[src/rtl/pattern_tx_moore.sv]
// pattern_tx_moore: serial pattern transmitter (Moore FSM, registered outputs).
// Captures a PAT_W-bit pattern and a repeat count on start. The pattern is
// shifted out MSB-first with a valid qualifier, repeat_n times (0 counts as
// one copy), with GAP idle cycles between copies. done pulses once at the end.
// Optional feature macro: PATTERN_TX_PARITY_EN appends an even-parity bit to
// every copy.
module pattern_tx_moore #(
    parameter int unsigned PAT_W = 4,
    parameter int unsigned CNT_W = 4,
    parameter int unsigned GAP   = 1
) (
    input  logic             i_clk,
    input  logic             i_reset,
    input  logic             i_start,
    input  logic [PAT_W-1:0] i_pattern,
    input  logic [CNT_W-1:0] i_repeat_n,
    output logic             o_dout,
    output logic             o_dout_valid,
    output logic             o_busy,
    output logic             o_done
);

`ifdef PATTERN_TX_PARITY_EN
    localparam int unsigned PAR_W = 1;
`else
    localparam int unsigned PAR_W = 0;
`endif
    // Parity rides as an extra LSB of the shift register, so it leaves the
    // line right after the last pattern bit with no extra control logic.
    localparam int unsigned SH_W     = PAT_W + PAR_W;
    localparam int unsigned BIT_W    = $clog2(SH_W);
    localparam int unsigned GAP_W    = (GAP > 1) ? $clog2(GAP) : 1;
    localparam int unsigned GAP_LOAD = (GAP > 0) ? GAP - 1 : 0;

    typedef enum logic [1:0] {
        ST_IDLE  = 2'd0,
        ST_SHIFT = 2'd1,
        ST_GAP   = 2'd2,
        ST_DONE  = 2'd3
    } state_t;

    state_t             r_state;
    state_t             w_state_nxt;
    logic [SH_W-1:0]    r_shreg;
    logic [SH_W-1:0]    w_shreg_nxt;
    logic [SH_W-1:0]    r_copy;
    logic [SH_W-1:0]    w_copy_nxt;
    logic [BIT_W-1:0]   r_bitcnt;
    logic [BIT_W-1:0]   w_bitcnt_nxt;
    logic [CNT_W-1:0]   r_copies;
    logic [CNT_W-1:0]   w_copies_nxt;
    logic [GAP_W-1:0]   r_gapcnt;
    logic [GAP_W-1:0]   w_gapcnt_nxt;
    logic               r_dout;
    logic               r_dout_valid;
    logic               r_busy;
    logic               r_done;
    logic               w_dout_nxt;
    logic               w_dout_valid_nxt;
    logic               w_busy_nxt;
    logic               w_done_nxt;
    logic [SH_W-1:0]    w_capture;

    // Value loaded into the shift register for each copy.
`ifdef PATTERN_TX_PARITY_EN
    assign w_capture = {i_pattern, ^i_pattern};
`else
    assign w_capture = i_pattern;
`endif

    // State, datapath and output registers with synchronous reset.
    always_ff @(posedge i_clk) begin
        if (i_reset) begin
            r_state      <= ST_IDLE;
            r_shreg      <= '0;
            r_copy       <= '0;
            r_bitcnt     <= '0;
            r_copies     <= '0;
            r_gapcnt     <= '0;
            r_dout       <= 1'b0;
            r_dout_valid <= 1'b0;
            r_busy       <= 1'b0;
            r_done       <= 1'b0;
        end else begin
            r_state      <= w_state_nxt;
            r_shreg      <= w_shreg_nxt;
            r_copy       <= w_copy_nxt;
            r_bitcnt     <= w_bitcnt_nxt;
            r_copies     <= w_copies_nxt;
            r_gapcnt     <= w_gapcnt_nxt;
            r_dout       <= w_dout_nxt;
            r_dout_valid <= w_dout_valid_nxt;
            r_busy       <= w_busy_nxt;
            r_done       <= w_done_nxt;
        end
    end

    // Next-state and datapath updates; outputs are decoded from the next state.
    always_comb begin
        w_state_nxt      = r_state;
        w_shreg_nxt      = r_shreg;
        w_copy_nxt       = r_copy;
        w_bitcnt_nxt     = r_bitcnt;
        w_copies_nxt     = r_copies;
        w_gapcnt_nxt     = r_gapcnt;
        w_dout_nxt       = 1'b0;
        w_dout_valid_nxt = 1'b0;
        w_busy_nxt       = 1'b0;
        w_done_nxt       = 1'b0;

        case (r_state)
            ST_IDLE: begin
                if (i_start) begin
                    w_copy_nxt   = w_capture;
                    w_shreg_nxt  = w_capture;
                    w_bitcnt_nxt = BIT_W'(SH_W - 1);
                    w_copies_nxt = (i_repeat_n == '0) ? '0 : i_repeat_n - CNT_W'(1);
                    w_state_nxt  = ST_SHIFT;
                end
            end
            ST_SHIFT: begin
                if (r_bitcnt != '0) begin
                    w_shreg_nxt  = r_shreg << 1;
                    w_bitcnt_nxt = r_bitcnt - BIT_W'(1);
                end else if (r_copies != '0) begin
                    if (GAP != 0) begin
                        w_gapcnt_nxt = GAP_W'(GAP_LOAD);
                        w_state_nxt  = ST_GAP;
                    end else begin
                        w_shreg_nxt  = r_copy;
                        w_bitcnt_nxt = BIT_W'(SH_W - 1);
                        w_copies_nxt = r_copies - CNT_W'(1);
                    end
                end else begin
                    w_state_nxt = ST_DONE;
                end
            end
            ST_GAP: begin
                if (r_gapcnt == '0) begin
                    w_shreg_nxt  = r_copy;
                    w_bitcnt_nxt = BIT_W'(SH_W - 1);
                    w_copies_nxt = r_copies - CNT_W'(1);
                    w_state_nxt  = ST_SHIFT;
                end else begin
                    w_gapcnt_nxt = r_gapcnt - GAP_W'(1);
                end
            end
            ST_DONE: begin
                w_state_nxt = ST_IDLE;
            end
            default: begin
                w_state_nxt = ST_IDLE;
            end
        endcase

        case (w_state_nxt)
            ST_SHIFT: begin
                w_dout_nxt       = w_shreg_nxt[SH_W-1];
                w_dout_valid_nxt = 1'b1;
                w_busy_nxt       = 1'b1;
            end
            ST_GAP: begin
                w_busy_nxt = 1'b1;
            end
            ST_DONE: begin
                w_busy_nxt = 1'b1;
                w_done_nxt = 1'b1;
            end
            default: begin
                w_busy_nxt = 1'b0;
            end
        endcase
    end

    assign o_dout       = r_dout;
    assign o_dout_valid = r_dout_valid;
    assign o_busy       = r_busy;
    assign o_done       = r_done;

endmodule

[config.mk]
export PLATFORM = sky130hd
export DESIGN_NAME = pattern_tx_moore
export DESIGN_NICKNAME = d
export VERILOG_FILES = /design/src/rtl/pattern_tx_moore.sv
export SDC_FILE = /design/constraint.sdc
export NUM_CORES = 1
export LEC_CHECK = 0
export BUFFER_PORTS_ARGS = -buffer_cell sky130_fd_sc_hd__buf_2
export CORE_ASPECT_RATIO = 1.4
export CORE_MARGIN = 1
export CORE_UTILIZATION = 45
export DETAILED_ROUTE_END_ITERATION = 8
export PLACE_DENSITY = 0.69
export SKIP_CTS_REPAIR_TIMING = 1
export SLEW_MARGIN = 10
export SYNTH_ARGS = -nofsm -noshare
export SYNTH_HDL_FRONTEND = slang
export SYNTH_SLANG_ARGS = --single-unit
[constraint.sdc]
create_clock -name i_clk -period 2 [get_ports i_clk]
set_input_delay 0.2 -clock i_clk [delete_from_list [all_inputs] [get_ports i_clk]]
set_output_delay 0.2 -clock i_clk [all_outputs]
set_load 0.02 [all_outputs]
Yosys cells after proc, flatten, opt, wreduce, memory -nomap -nowiden
Cells that the tools add are included.
{"block": "word_totals", "regBits": 21, "elab_cells": 64, "output_inout_bits": 4, "inputBits": 11}
{"block": "op_classes", "n_reduce_logical": 13, "n_eq_ne": 11, "bitwise": 1, "add_sub_neg": 4, "mux": 24}
{"operator": "4-bit two-way mux", "count": 6}
{"operator": "2-bit two-way mux", "count": 6}
{"operator": "4-bit one-hot mux with 3 select lines", "count": 1}
{"operator": "2-bit != test (second input constant)", "count": 5}
{"operator": "2-bit equality test (second input constant)", "count": 4}
{"operator": "2-bit one-hot mux with 4 select lines", "count": 1}
{"operator": "4-bit one-hot mux with 2 select lines", "count": 1}
{"operator": "4-bit by 1-bit subtractor with 4-bit output (second input constant)", "count": 2}
{"operator": "1-bit two-way mux", "count": 7}
{"operator": "2-bit one-hot mux with 3 select lines", "count": 1}
{"operator": "3-bit AND reduction", "count": 2}
{"operator": "2-bit nonzero test", "count": 3}
{"operator": "2-bit by 1-bit equality test with 1-bit output (second input constant)", "count": 2}
{"operator": "4-bit logical NOT", "count": 1}
{"operator": "4-bit AND reduction", "count": 1}
{"operator": "4-bit nonzero test", "count": 1}
{"operator": "3-bit nonzero test", "count": 1}
{"operator": "3-bit OR reduction", "count": 1}
{"operator": "2-bit logical NOT", "count": 1}
{"operator": "1-bit one-hot mux with 2 select lines", "count": 1}
{"operator": "2-bit AND reduction", "count": 1}
{"operator": "2-bit OR reduction", "count": 1}
{"operator": "2-bit by 1-bit subtractor with 2-bit output (second input constant)", "count": 1}
{"operator": "1-bit inverter", "count": 1}
{"operator": "1-bit subtractor (second input constant)", "count": 1}

Longest topological paths before layout
Gate-level depths: netlist of the first run.
{"block": "logic_depth", "ltp_word": 7, "depth_mapped": 6, "mapped_depth_nobuf": 6}

Worst setup path after synthesis of the first run
OpenSTA, ideal clock, no wires.
{"block": "synth_timing", "path_kind": "reg-to-reg", "from": "register r_bitcnt[0]", "to": "register r_shreg[0]", "slack_ns": 0.457, "path_buffers": 0, "arrival_time_ns": 1.440, "path_stages_with_launch": 7, "synth_period_minus_slack_ns": 1.543, "setup_ns": 0.103, "required_time_ns": 1.897, "path_cell_list": "dfxtp_1 -> inv_1 -> ha_1 -> or3b_4 -> nand2_2 -> nor2_1 -> a2111oi_2"}
{"block": "synth_between", "elab_chain_cells": 3}
{"element": "start, declared", "line": "48", "text": "logic [BIT_W-1:0] r_bitcnt;"}
{"element": "start signal, assigned", "line": "88", "text": "r_bitcnt <= w_bitcnt_nxt;"}
{"element": "2-bit nonzero test", "line": "122", "text": "if (r_bitcnt != '0) begin"}
{"element": "2-bit != test (no source line)"}
{"element": "4-bit AND reduction (no source line)"}
{"element": "end signal, assigned", "line": "86", "text": "r_shreg <= w_shreg_nxt;"}
{"element": "end, declared", "line": "44", "text": "logic [SH_W-1:0] r_shreg;"}
No other way between the ends.
A chain may end at the register's enable or synchronous reset.

Worst setup path after layout of the first run
Ends and elaborated chain as after synthesis.

==> impl_metrics.toml, run 1 <==
[cells_and_area]
fin_area_um2 = 1110
final_nets = 146
drive_gt1_share_pct = 19.1
synthToLayoutAreaGrowth_pct = 11.4
diodes = 0
fill_cells = 200

[route]
avgRoutedWirePerCell_um = 12.9
drt-pass1-iter-count = 4
via_per_inst = 5.61
routed_wl_mm = 1.96
drc_errors = 0
detail-route-antenna-nets = 0
first_iter_violations = 17
vias = 853

[floorplan]
dieArea_um2 = 2420
coreArea_um2 = 2020
io-pin-count = 15
fp-row-count = 19
die_x_um = 41.8
chipHeight_um = 57.8
start_util_pct = 49.5

[setup_path]
required_ns = 2.21
critical_path.max_stage_delay_ns = 0.44
crit_fanout = 8
reg2reg_slack_ns = 0.34
crit-reg2reg-launch = "r_bitcnt[0]"
crit_chain = "inv_1 -> ha_1 -> or3b_4 -> nand2_2 -> nor2_1 -> a2111oi_2"
cp-start-kind = "register"
end_kind = "register"
crit_path_top_delay_cell = "or3b_4"
r2r_cells = 6
arrival_ns = 1.87
critPathLaunch = "r_bitcnt[0]"
cp.depth = 6
cp_num_buf_inv = 1
timing.critical_path.to = "r_shreg[0]"
cp_top_family = "simple AND/OR/NAND/NOR gates"
critical_path_class = "register to register"
r2r_end = "r_shreg[0]"

[timing]
final-setup-viol-count = 0
skew_ns = 0.00189
finalCritPeriodShare_pct = 82.9
min_period_ns = 1.66
hold_slack_ns = 0.142
rsz0062_at_grt = "no"
worst_slew_pin_slew_ns = 0.603
timing.fmax_mhz = 603
hold_viol = 0
worst_slack_ns = 0.341
slew_viol_final = 0
setup-tns-final_ns = 0
relSlewSlack_pct = 59.8

[cts]
cts-htree-levels = 1
clk_latency_ns = 0.30
cts_num_sinks = 20
cts_made_buffers = 3
clock_path_buffers = 2
clkTransAtPathRegs_ns = 0.11
cts_tree = "built"
root_buffer = "clkbuf_4"

[yosys]
synth_cell_types = 34
syn_inst = 118
synthArstFlopShare_pct = 0
synthSimpleGateAreaFrac_pct = 29.5
muxShareOfSynthArea_pct = 3.00
synth-xor-area-share_pct = 0
ys_warn_count = 0
ys_seq_area_share_pct = 40.1
ys.flop_type = "dfxtp_1"
synth_common_cells = "dfxtp_1 (20), nor2_1 (15), a21oi_1 (13), nor3_1 (8), nand2_1 (6)"
avgSynthCellArea_um2 = 8.47
synthAdderAreaFrac_pct = 3.75
post_synth_instance_area_um2 = 1000
synth-edff-count = 0
yosysTopAreaCell = "dfxtp_1"
yosys-top-cells-area = "dfxtp_1 (40%), a21oi_1 (6.5%), nor2_1 (5.6%)"
synth_top_area_share_pct = 40.1
yosysMostFrequentCell = "dfxtp_1"
syn-num-nets = 132
synth-compound-area-share_pct = 19.1
ys_ff_latch = 20
synth_top_family_by_area = "simple AND/OR/NAND/NOR gates"

[power]
leakage_nw = 0.459
max-vdd-ir-drop_uv = 559
powerDensity_nw_per_um2 = 851

[global_routing]
antenna_found_initial = 0
grt_pass1_wl_mm = 3.31
grt_overflow = 0
track_usage_pct = 17.7
grt_max_degree = 21
first_global_vias = 766

[hold_path]
hp-class = "input port to register"

[placed_design]
port-buffer-count = 14
gp_congestion = 0.821
place_area_um2 = 1080
place_ws_ns = 0.374
dp_hpwl_mm = 1.49

[run]
drv_cap = 0

[status]
run_status = "finished clean"
cells by family after synthesis:
group	Yosys count
simple gates	52
fa+ha+maj	3
compound gates	29
mux	3
buf+inv	11
flops	20
cells in the final DEF (no fill, tap or decap), types with 2 or more instances in the layout:
master	n
dfxtp_1	20
nor2_1	15
buf_2	14
a21oi_1	13
nor3_1	8
nand2_1	6
inv_1	5
nor3b_1	5
o21ai_0	4
nor2b_1	3
mux2i_1	3
ha_1	3
clkbuf_4	3
o21bai_1	2
or2b_1	2
nor4b_1	2
a221oi_1	2
nand2b_1	2
a211oi_1	2
per-layer routing:
metal	track usage [%]	share of wire (%)
met4	8.29	2.0
met1	22.0	46
met3	1.87	1.9
met2	30.4	50
met5	0	0
through the flow:
step	instances	utilization (%)	total power [W]
6_report	152	55.1	0.000948
3_3_place_gp	148	53.3	0.000718
2_1_floorplan	118	-	0.000662
3_5_place_dp	148	53.3	0.000724
5_1_grt	152	55.1	0.00100
4_1_cts	152	55.1	0.000951
sequential cells by signal, summed over array words and instances, names as in the netlist:
name          cells
r_copies          4
r_copy            4
r_shreg           4
r_bitcnt          2
r_state           2
o_busy            1
o_done            1
o_dout            1
o_dout_valid      1
worst register-to-register path, delay by kind of cell (launching register included):
family                   cells  cell delay (ns)
AO/OA/AOI/OAI                1             0.30
AND/OR/NAND/NOR              3             0.59
flip-flops                   1             0.35
buffers and inverters        1             0.06
adder cells (fa/ha/maj)      1             0.27
cell type report:
type / count / area [µm²] / area share, %
clock buffer: 4 / 36.3 / 3.26
tap: 21 / 26.3 / 2.36
sequential: 20 / 400 / 36.0
multi-input combinational: 87 / 554 / 49.8
inverter: 5 / 18.8 / 1.69
timing repair buffer: 15 / 77.6 / 6.97
report_power, final:
part / switching (W) / internal, W / leakage, nW / total (W)
clock: 0.000123 / 0.000111 / 0.0210 / 0.000234
combinational: 0.000125 / 0.000108 / 0.273 / 0.000233
sequential: 0.0000381 / 0.000443 / 0.165 / 0.000481
total: 0.000286 / 0.000662 / 0.459 / 0.000948
worst min-delay path by stage:
| stage | cells after the start | endpoint | startpoint | slack, ns |
|---|---|---|---|---|
| 3_3_place_gp | 2 | r_bitcnt[0] | r_bitcnt[0] | 0.44 |
| 4_1_cts | 3 | r_copy[1] | i_pattern[1] | 0.15 |
| 5_1_grt | 3 | r_copy[2] | i_pattern[2] | 0.16 |
| 3_5_place_dp | 2 | r_bitcnt[0] | r_bitcnt[0] | 0.45 |
| 2_1_floorplan | 2 | r_copy[0] | i_pattern[0] | 0.34 |
| 6_report | 3 | r_copy[1] | i_pattern[1] | 0.14 |
Note: power is estimated with default switching activity, not from simulation.
==> run 2, diff against run 1 <==
--- a/config.mk
+++ b/config.mk
@@ -5,6 +5,7 @@
 export SDC_FILE = /design/constraint.sdc
 export NUM_CORES = 1
 export LEC_CHECK = 0
+export ABC_AREA = 1
 export BUFFER_PORTS_ARGS = -buffer_cell sky130_fd_sc_hd__buf_2
 export CORE_ASPECT_RATIO = 1.4
 export CORE_MARGIN = 1
==> constraint.sdc (replaced) <==
create_clock -name i_clk -period 1.7 [get_ports i_clk]
set_input_delay 0.17 -clock i_clk [delete_from_list [all_inputs] [get_ports i_clk]]
set_output_delay 0.17 -clock i_clk [all_outputs]
set_load 0.02 [all_outputs]
==> impl_metrics.toml, run 2 <==
[status]
run_status = "finished clean"

[yosys]
yosysMostFrequentCell = "dfxtp_1"
ys_seq_area_share_pct = 38.5
ys_warn_count = 0
yosysTopAreaCell = "dfxtp_1"
avgSynthCellArea_um2 = 8.33
syn-num-nets = 139
ys_ff_latch = 20
syn_inst = 125
post_synth_instance_area_um2 = 1040
synth-edff-count = 0
synth_cell_types = 25
yosys-top-cells-area = "dfxtp_1 (38%), nand2_1 (6.9%), nand3_1 (6.3%)"
synthArstFlopShare_pct = 0
ys.flop_type = "dfxtp_1"
synth_common_cells = "dfxtp_1 (20), nand2_1 (19), nand3_1 (13), inv_1 (11), a21oi_1 (10)"
synth_top_area_share_pct = 38.5

[route]
wl_met2_um = 927
top_layer_used = "met4"
vias = 858
drt-pass1-iter-count = 4
route.met3.wl_um = 38
routed_wl_mm = 1.78
wl_met1_um = 788
via_per_inst = 5.23
first_iter_violations = 21
detail-route-antenna-nets = 0
drc_errors = 0
avgRoutedWirePerCell_um = 10.8

[setup_path]
crit_chain = "inv_1 -> ha_1 -> nor2_2 -> nand2_2 -> nand2_2 -> nand2_4 -> a21oi_1 -> nor2_2"
end_kind = "register"
critical_path.max_stage_delay_ns = 0.32
required_ns = 1.88
crit_fanout = 7
critical_path_class = "register to register"
cp_num_buf_inv = 1
crit_path_top_delay_cell = "dfxtp_1"
arrival_ns = 1.58
cp_top_family = "simple AND/OR/NAND/NOR gates"
cp-start-kind = "register"

[timing]
hold_viol = 0
rsz0062_at_grt = "no"
setup-tns-final_ns = 0
final-setup-viol-count = 0
min_period_ns = 1.41
finalCritPeriodShare_pct = 82.7
worst_slew_pin_slew_ns = 0.269
timing.fmax_mhz = 711
relSlewSlack_pct = 82.1
slew_viol_final = 0
skew_ns = 0.00936

[placed_design]
port-buffer-count = 14
gp_congestion = 0.737
dp_hpwl_mm = 1.41
dp_cells = 160

[cells_and_area]
synthToLayoutAreaGrowth_pct = 12.1
fill_cells = 200
largestRegisters = "r_copies (4), r_copy (4), r_shreg (4)"
drive_gt1_share_pct = 34.5
multiInputGateArea_um2 = 563
seq_area_um2 = 400
final_common_cell = "dfxtp_1"
final_cells = 164
diodes = 0
final_nets = 157
layout_common_cells = "dfxtp_1 (20), nand2_1 (19), buf_2 (14)"

[global_routing]
first_global_vias = 717
grt_max_degree = 13
grt_overflow = 0
track_usage_pct = 15.2
antenna_found_initial = 0
grt_pass1_wl_mm = 2.97

[hold_path]
hp-class = "input port to register"

[cts]
cts_tree = "built"
clk_latency_ns = 0.29
root_buffer = "clkbuf_4"
clkTransAtPathRegs_ns = 0.12
cts_made_buffers = 3
clock_path_buffers = 2
cts_num_sinks = 20
cts-htree-levels = 1

[floorplan]
coreArea_um2 = 2180
fp-row-count = 20
io-pin-count = 15
dieArea_um2 = 2510
die_x_um = 42.7
chipHeight_um = 58.9
start_util_pct = 47.8

[power]
leakage_nw = 0.532
max-vdd-ir-drop_uv = 608
powerDensity_nw_per_um2 = 977

[run]
drv_cap = 0
==> run 2: changes by cell type in the layout (fill, tap and decap cells not counted), sizes merged, moves of 3 or more <==
cell,delta
nor3b,-6
mux2i,-3
nor3,-8
inv,+9
nand3,+16
nand2,+22
nor2b,-3
o21ai,+5
==> run 2: metrics by stage <==
stage | setup WS [ns] | power (W) | cell area, µm² | hold slack [ns] | util (%)
4_1_cts | 0.297 | 0.00115 | 1170 | 0.145 | 53.6
6_report | 0.294 | 0.00114 | 1170 | 0.150 | 53.6
3_5_place_dp | 0.318 | 0.000886 | 1130 | 0.455 | 52.0
2_1_floorplan | 0.429 | 0.000819 | 1040 | 0.283 | -
5_1_grt | 0.132 | 0.00121 | 1170 | 0.129 | 53.6
3_3_place_gp | 0.381 | 0.000878 | 1130 | 0.447 | 52.0
==> run 2: cell families after synthesis <==
kind of cell | after synthesis | synth area share [%]
and+or+nand+nor | 62 | 36.2
AOI/OAI and AO/OA | 24 | 14.3
DFF | 20 | 38.5
buffers and inverters | 16 | 7.45
adders and majority gates | 3 | 3.61
==> run 2: cell type report <==
cell class,count,area share [%]
Tap cell,22,2.36
Inverter,14,5.36
Clock buffer,4,3.11
Timing Repair Buffer,15,6.65
Sequential cell,20,34.3
Multi-Input combinational cell,89,48.2
==> run 2: per-layer routing <==
layer  GRT usage (%)  vias to the layer above
li1                -                      447
met1            17.0                      390
met2            29.0                       17
met3            2.76                        4
met4            4.02                        0
met5               0                        -
==> run 2: worst register-to-register path, delay by kind of cell, from the launching register on <==
kind | cells | cell delay (ns)
simple gates | 5 | 0.51
flops | 1 | 0.32
fa+ha+maj | 1 | 0.22
compound gates | 1 | 0.18
buf+inv | 1 | 0.05
==> run 2: where the power goes <==
part	total (W)	switching, W	leakage, nW	internal, W
clock network	0.000266	0.000136	0.0210	0.000130
registers	0.000545	0.0000254	0.165	0.000520
logic	0.000330	0.000209	0.346	0.000120
total	0.00114	0.000370	0.532	0.000770
==> run 2: final timing paths <==
check	from	end	slack [ns]	cells past startpoint
hold / removal	i_pattern[2]	r_copy[2]	0.15	3
hold reg to reg	r_copy[1]	r_copy[1]	0.47	2
setup reg to reg	r_bitcnt[0]	r_shreg[2]	0.29	8
setup / recovery	r_bitcnt[0]	r_shreg[2]	0.29	8
==> run 3, diff against run 2 <==
--- a/config.mk
+++ b/config.mk
@@ -5,13 +5,13 @@
 export SDC_FILE = /design/constraint.sdc
 export NUM_CORES = 1
 export LEC_CHECK = 0
-export ABC_AREA = 1
+export ABC_AREA = 0
 export BUFFER_PORTS_ARGS = -buffer_cell sky130_fd_sc_hd__buf_2
 export CORE_ASPECT_RATIO = 1.4
 export CORE_MARGIN = 1
 export CORE_UTILIZATION = 45
 export DETAILED_ROUTE_END_ITERATION = 8
-export PLACE_DENSITY = 0.69
+export PLACE_DENSITY = 0.72
 export SKIP_CTS_REPAIR_TIMING = 1
 export SLEW_MARGIN = 10
 export SYNTH_ARGS = -nofsm -noshare
==> constraint.sdc (replaced) <==
create_clock -name i_clk -period 1.2 [get_ports i_clk]
set_input_delay 0.12 -clock i_clk [delete_from_list [all_inputs] [get_ports i_clk]]
set_output_delay 0.12 -clock i_clk [all_outputs]
set_load 0.02 [all_outputs]
==> impl_metrics.toml, run 3 (synthesis results as in run 1) <==
[power]
powerDensity_nw_per_um2 = 1310
max-vdd-ir-drop_uv = 977
total_power_w = 0.00187
leakage_nw = 0.604

[setup_path]
critical_path.max_stage_delay_ns = 0.40
crit_chain = "inv_2 -> ha_4 -> or3b_4 -> nand2_4 -> nor2_2 -> a2111oi_2"
crit_path_top_delay_cell = "or3b_4"
crit_fanout = 5
cp-start-kind = "register"
end_kind = "register"
arrival_ns = 1.60
critical_path_class = "register to register"
required_ns = 1.41

[route]
detail-route-antenna-nets = 0
drc_errors = 0
via_per_inst = 5.66
drt-pass1-iter-count = 4
first_iter_violations = 13
vias = 984
avgRoutedWirePerCell_um = 15.1
routed_wl_mm = 2.62

[placed_design]
dp_hpwl_mm = 1.88
gp_congestion = 0.826
port-buffer-count = 14

[timing]
skew_ns = 0.0100
timing.fmax_mhz = 719
worst_slew_pin_slew_ns = 0.375
hold_slack_ns = 0.0598
hold_viol = 0
relSlewSlack_pct = 75.0
worst_slack_ns = -0.191
slew_viol_final = 0
finalCritPeriodShare_pct = 116
final-setup-viol-count = 11
min_period_ns = 1.39
rsz0062_at_grt = "yes"

[floorplan]
coreArea_um2 = 2020
chipHeight_um = 57.8
fp-row-count = 19
dieArea_um2 = 2420
io-pin-count = 15
die_x_um = 41.8
start_util_pct = 49.5

[cts]
cts-htree-levels = 1
root_buffer = "clkbuf_4"
cts_num_sinks = 20
clk_latency_ns = 0.30
clock_path_buffers = 2
cts_tree = "built"
cts_made_buffers = 3
clkTransAtPathRegs_ns = 0.12

[cells_and_area]
layout_common_cells = "buf_4 (21), buf_2 (14), dfxtp_1 (14)"
final_nets = 168
final_common_cell = "buf_4"
largestRegisters = "r_copies (4), r_copy (4), r_shreg (4)"
diodes = 0
final_util_pct = 70.5
drive_gt1_share_pct = 48.4
fill_cells = 161
synthToLayoutAreaGrowth_pct = 42.6

[global_routing]
grt_overflow = 0
track_usage_pct = 22.0
antenna_found_initial = 0
first_global_vias = 1015
grt_pass1_wl_mm = 4.07
grt_max_degree = 21

[status]
run_status = "finished with violations"
violations = "negative setup slack"

[run]
drv_cap = 0

[hold_path]
hp-class = "input port to register"
==> run 3: cell count changes in the layout (fill, tap and decap cells not counted), moves of 5 or more <==
cell,previous run,this run
buf_4,1,21
dfxtp_1,20,14
inv_1,11,2
nand2_1,19,6
nand2_2,6,0
nand3_1,13,1
nor2_1,8,13
nor3_1,0,6
==> run 3: final cells by class <==
type / instances / area, µm² / share of cell area, %
Sequential cell: 20 / 413 / 29.0
Multi-Input combinational cell: 87 / 681 / 47.8
Timing Repair Buffer: 37 / 250 / 17.6
Clock buffer: 4 / 36.3 / 2.55
Tap cell: 21 / 26.3 / 1.84
Inverter: 5 / 18.8 / 1.32
==> run 3: path summary, 6_finish.rpt <==
| check | from | end | slack, ns | cells past startpoint |
|---|---|---|---|---|
| worst max-delay path | r_bitcnt[0] | r_shreg[0] | -0.19 | 6 |
| worst min-delay path | i_pattern[0] | r_copy[0] | 0.06 | 3 |
| worst max register to register | r_bitcnt[0] | r_shreg[0] | -0.19 | 6 |
| worst min register to register | r_shreg[1] | r_shreg[1] | 0.48 | 2 |
==> run 3: routing by layer <==
layer  vias up  wire (µm)  GRT usage (%)
met5         -          0              0
met1       461       1030           21.5
met4         0         87           13.8
li1        490          -              -
met2        23       1440           42.9
met3        10         64           2.18
==> run 3: metrics by stage <==
step           setup TNS [ns]  area [µm²]  setup WS (ns)  cells
2_1_floorplan          -0.389        1040        -0.0957    118
3_3_place_gp            -1.66        1260         -0.169    168
3_5_place_dp            -2.07        1260         -0.206    168
4_1_cts                 -2.58        1300         -0.244    172
5_1_grt                 -2.00        1430         -0.231    174
6_report                -1.21        1430         -0.191    174
==> run 3: worst max-delay path: cells and delay by family (launching register included) <==
kind | cells | cell delay [ns]
simple gates | 3 | 0.53
compound gates | 1 | 0.20
buf+inv | 1 | 0.05
fa+ha+maj | 1 | 0.17
flops | 1 | 0.35
==> run 3: power by group <==
part / switching [W] / total, W / internal, W
Sequential: 0.0000614 / 0.000805 / 0.000743
Combinational: 0.000323 / 0.000677 / 0.000354
Clock: 0.000207 / 0.000392 / 0.000185
Total: 0.000591 / 0.00187 / 0.00128
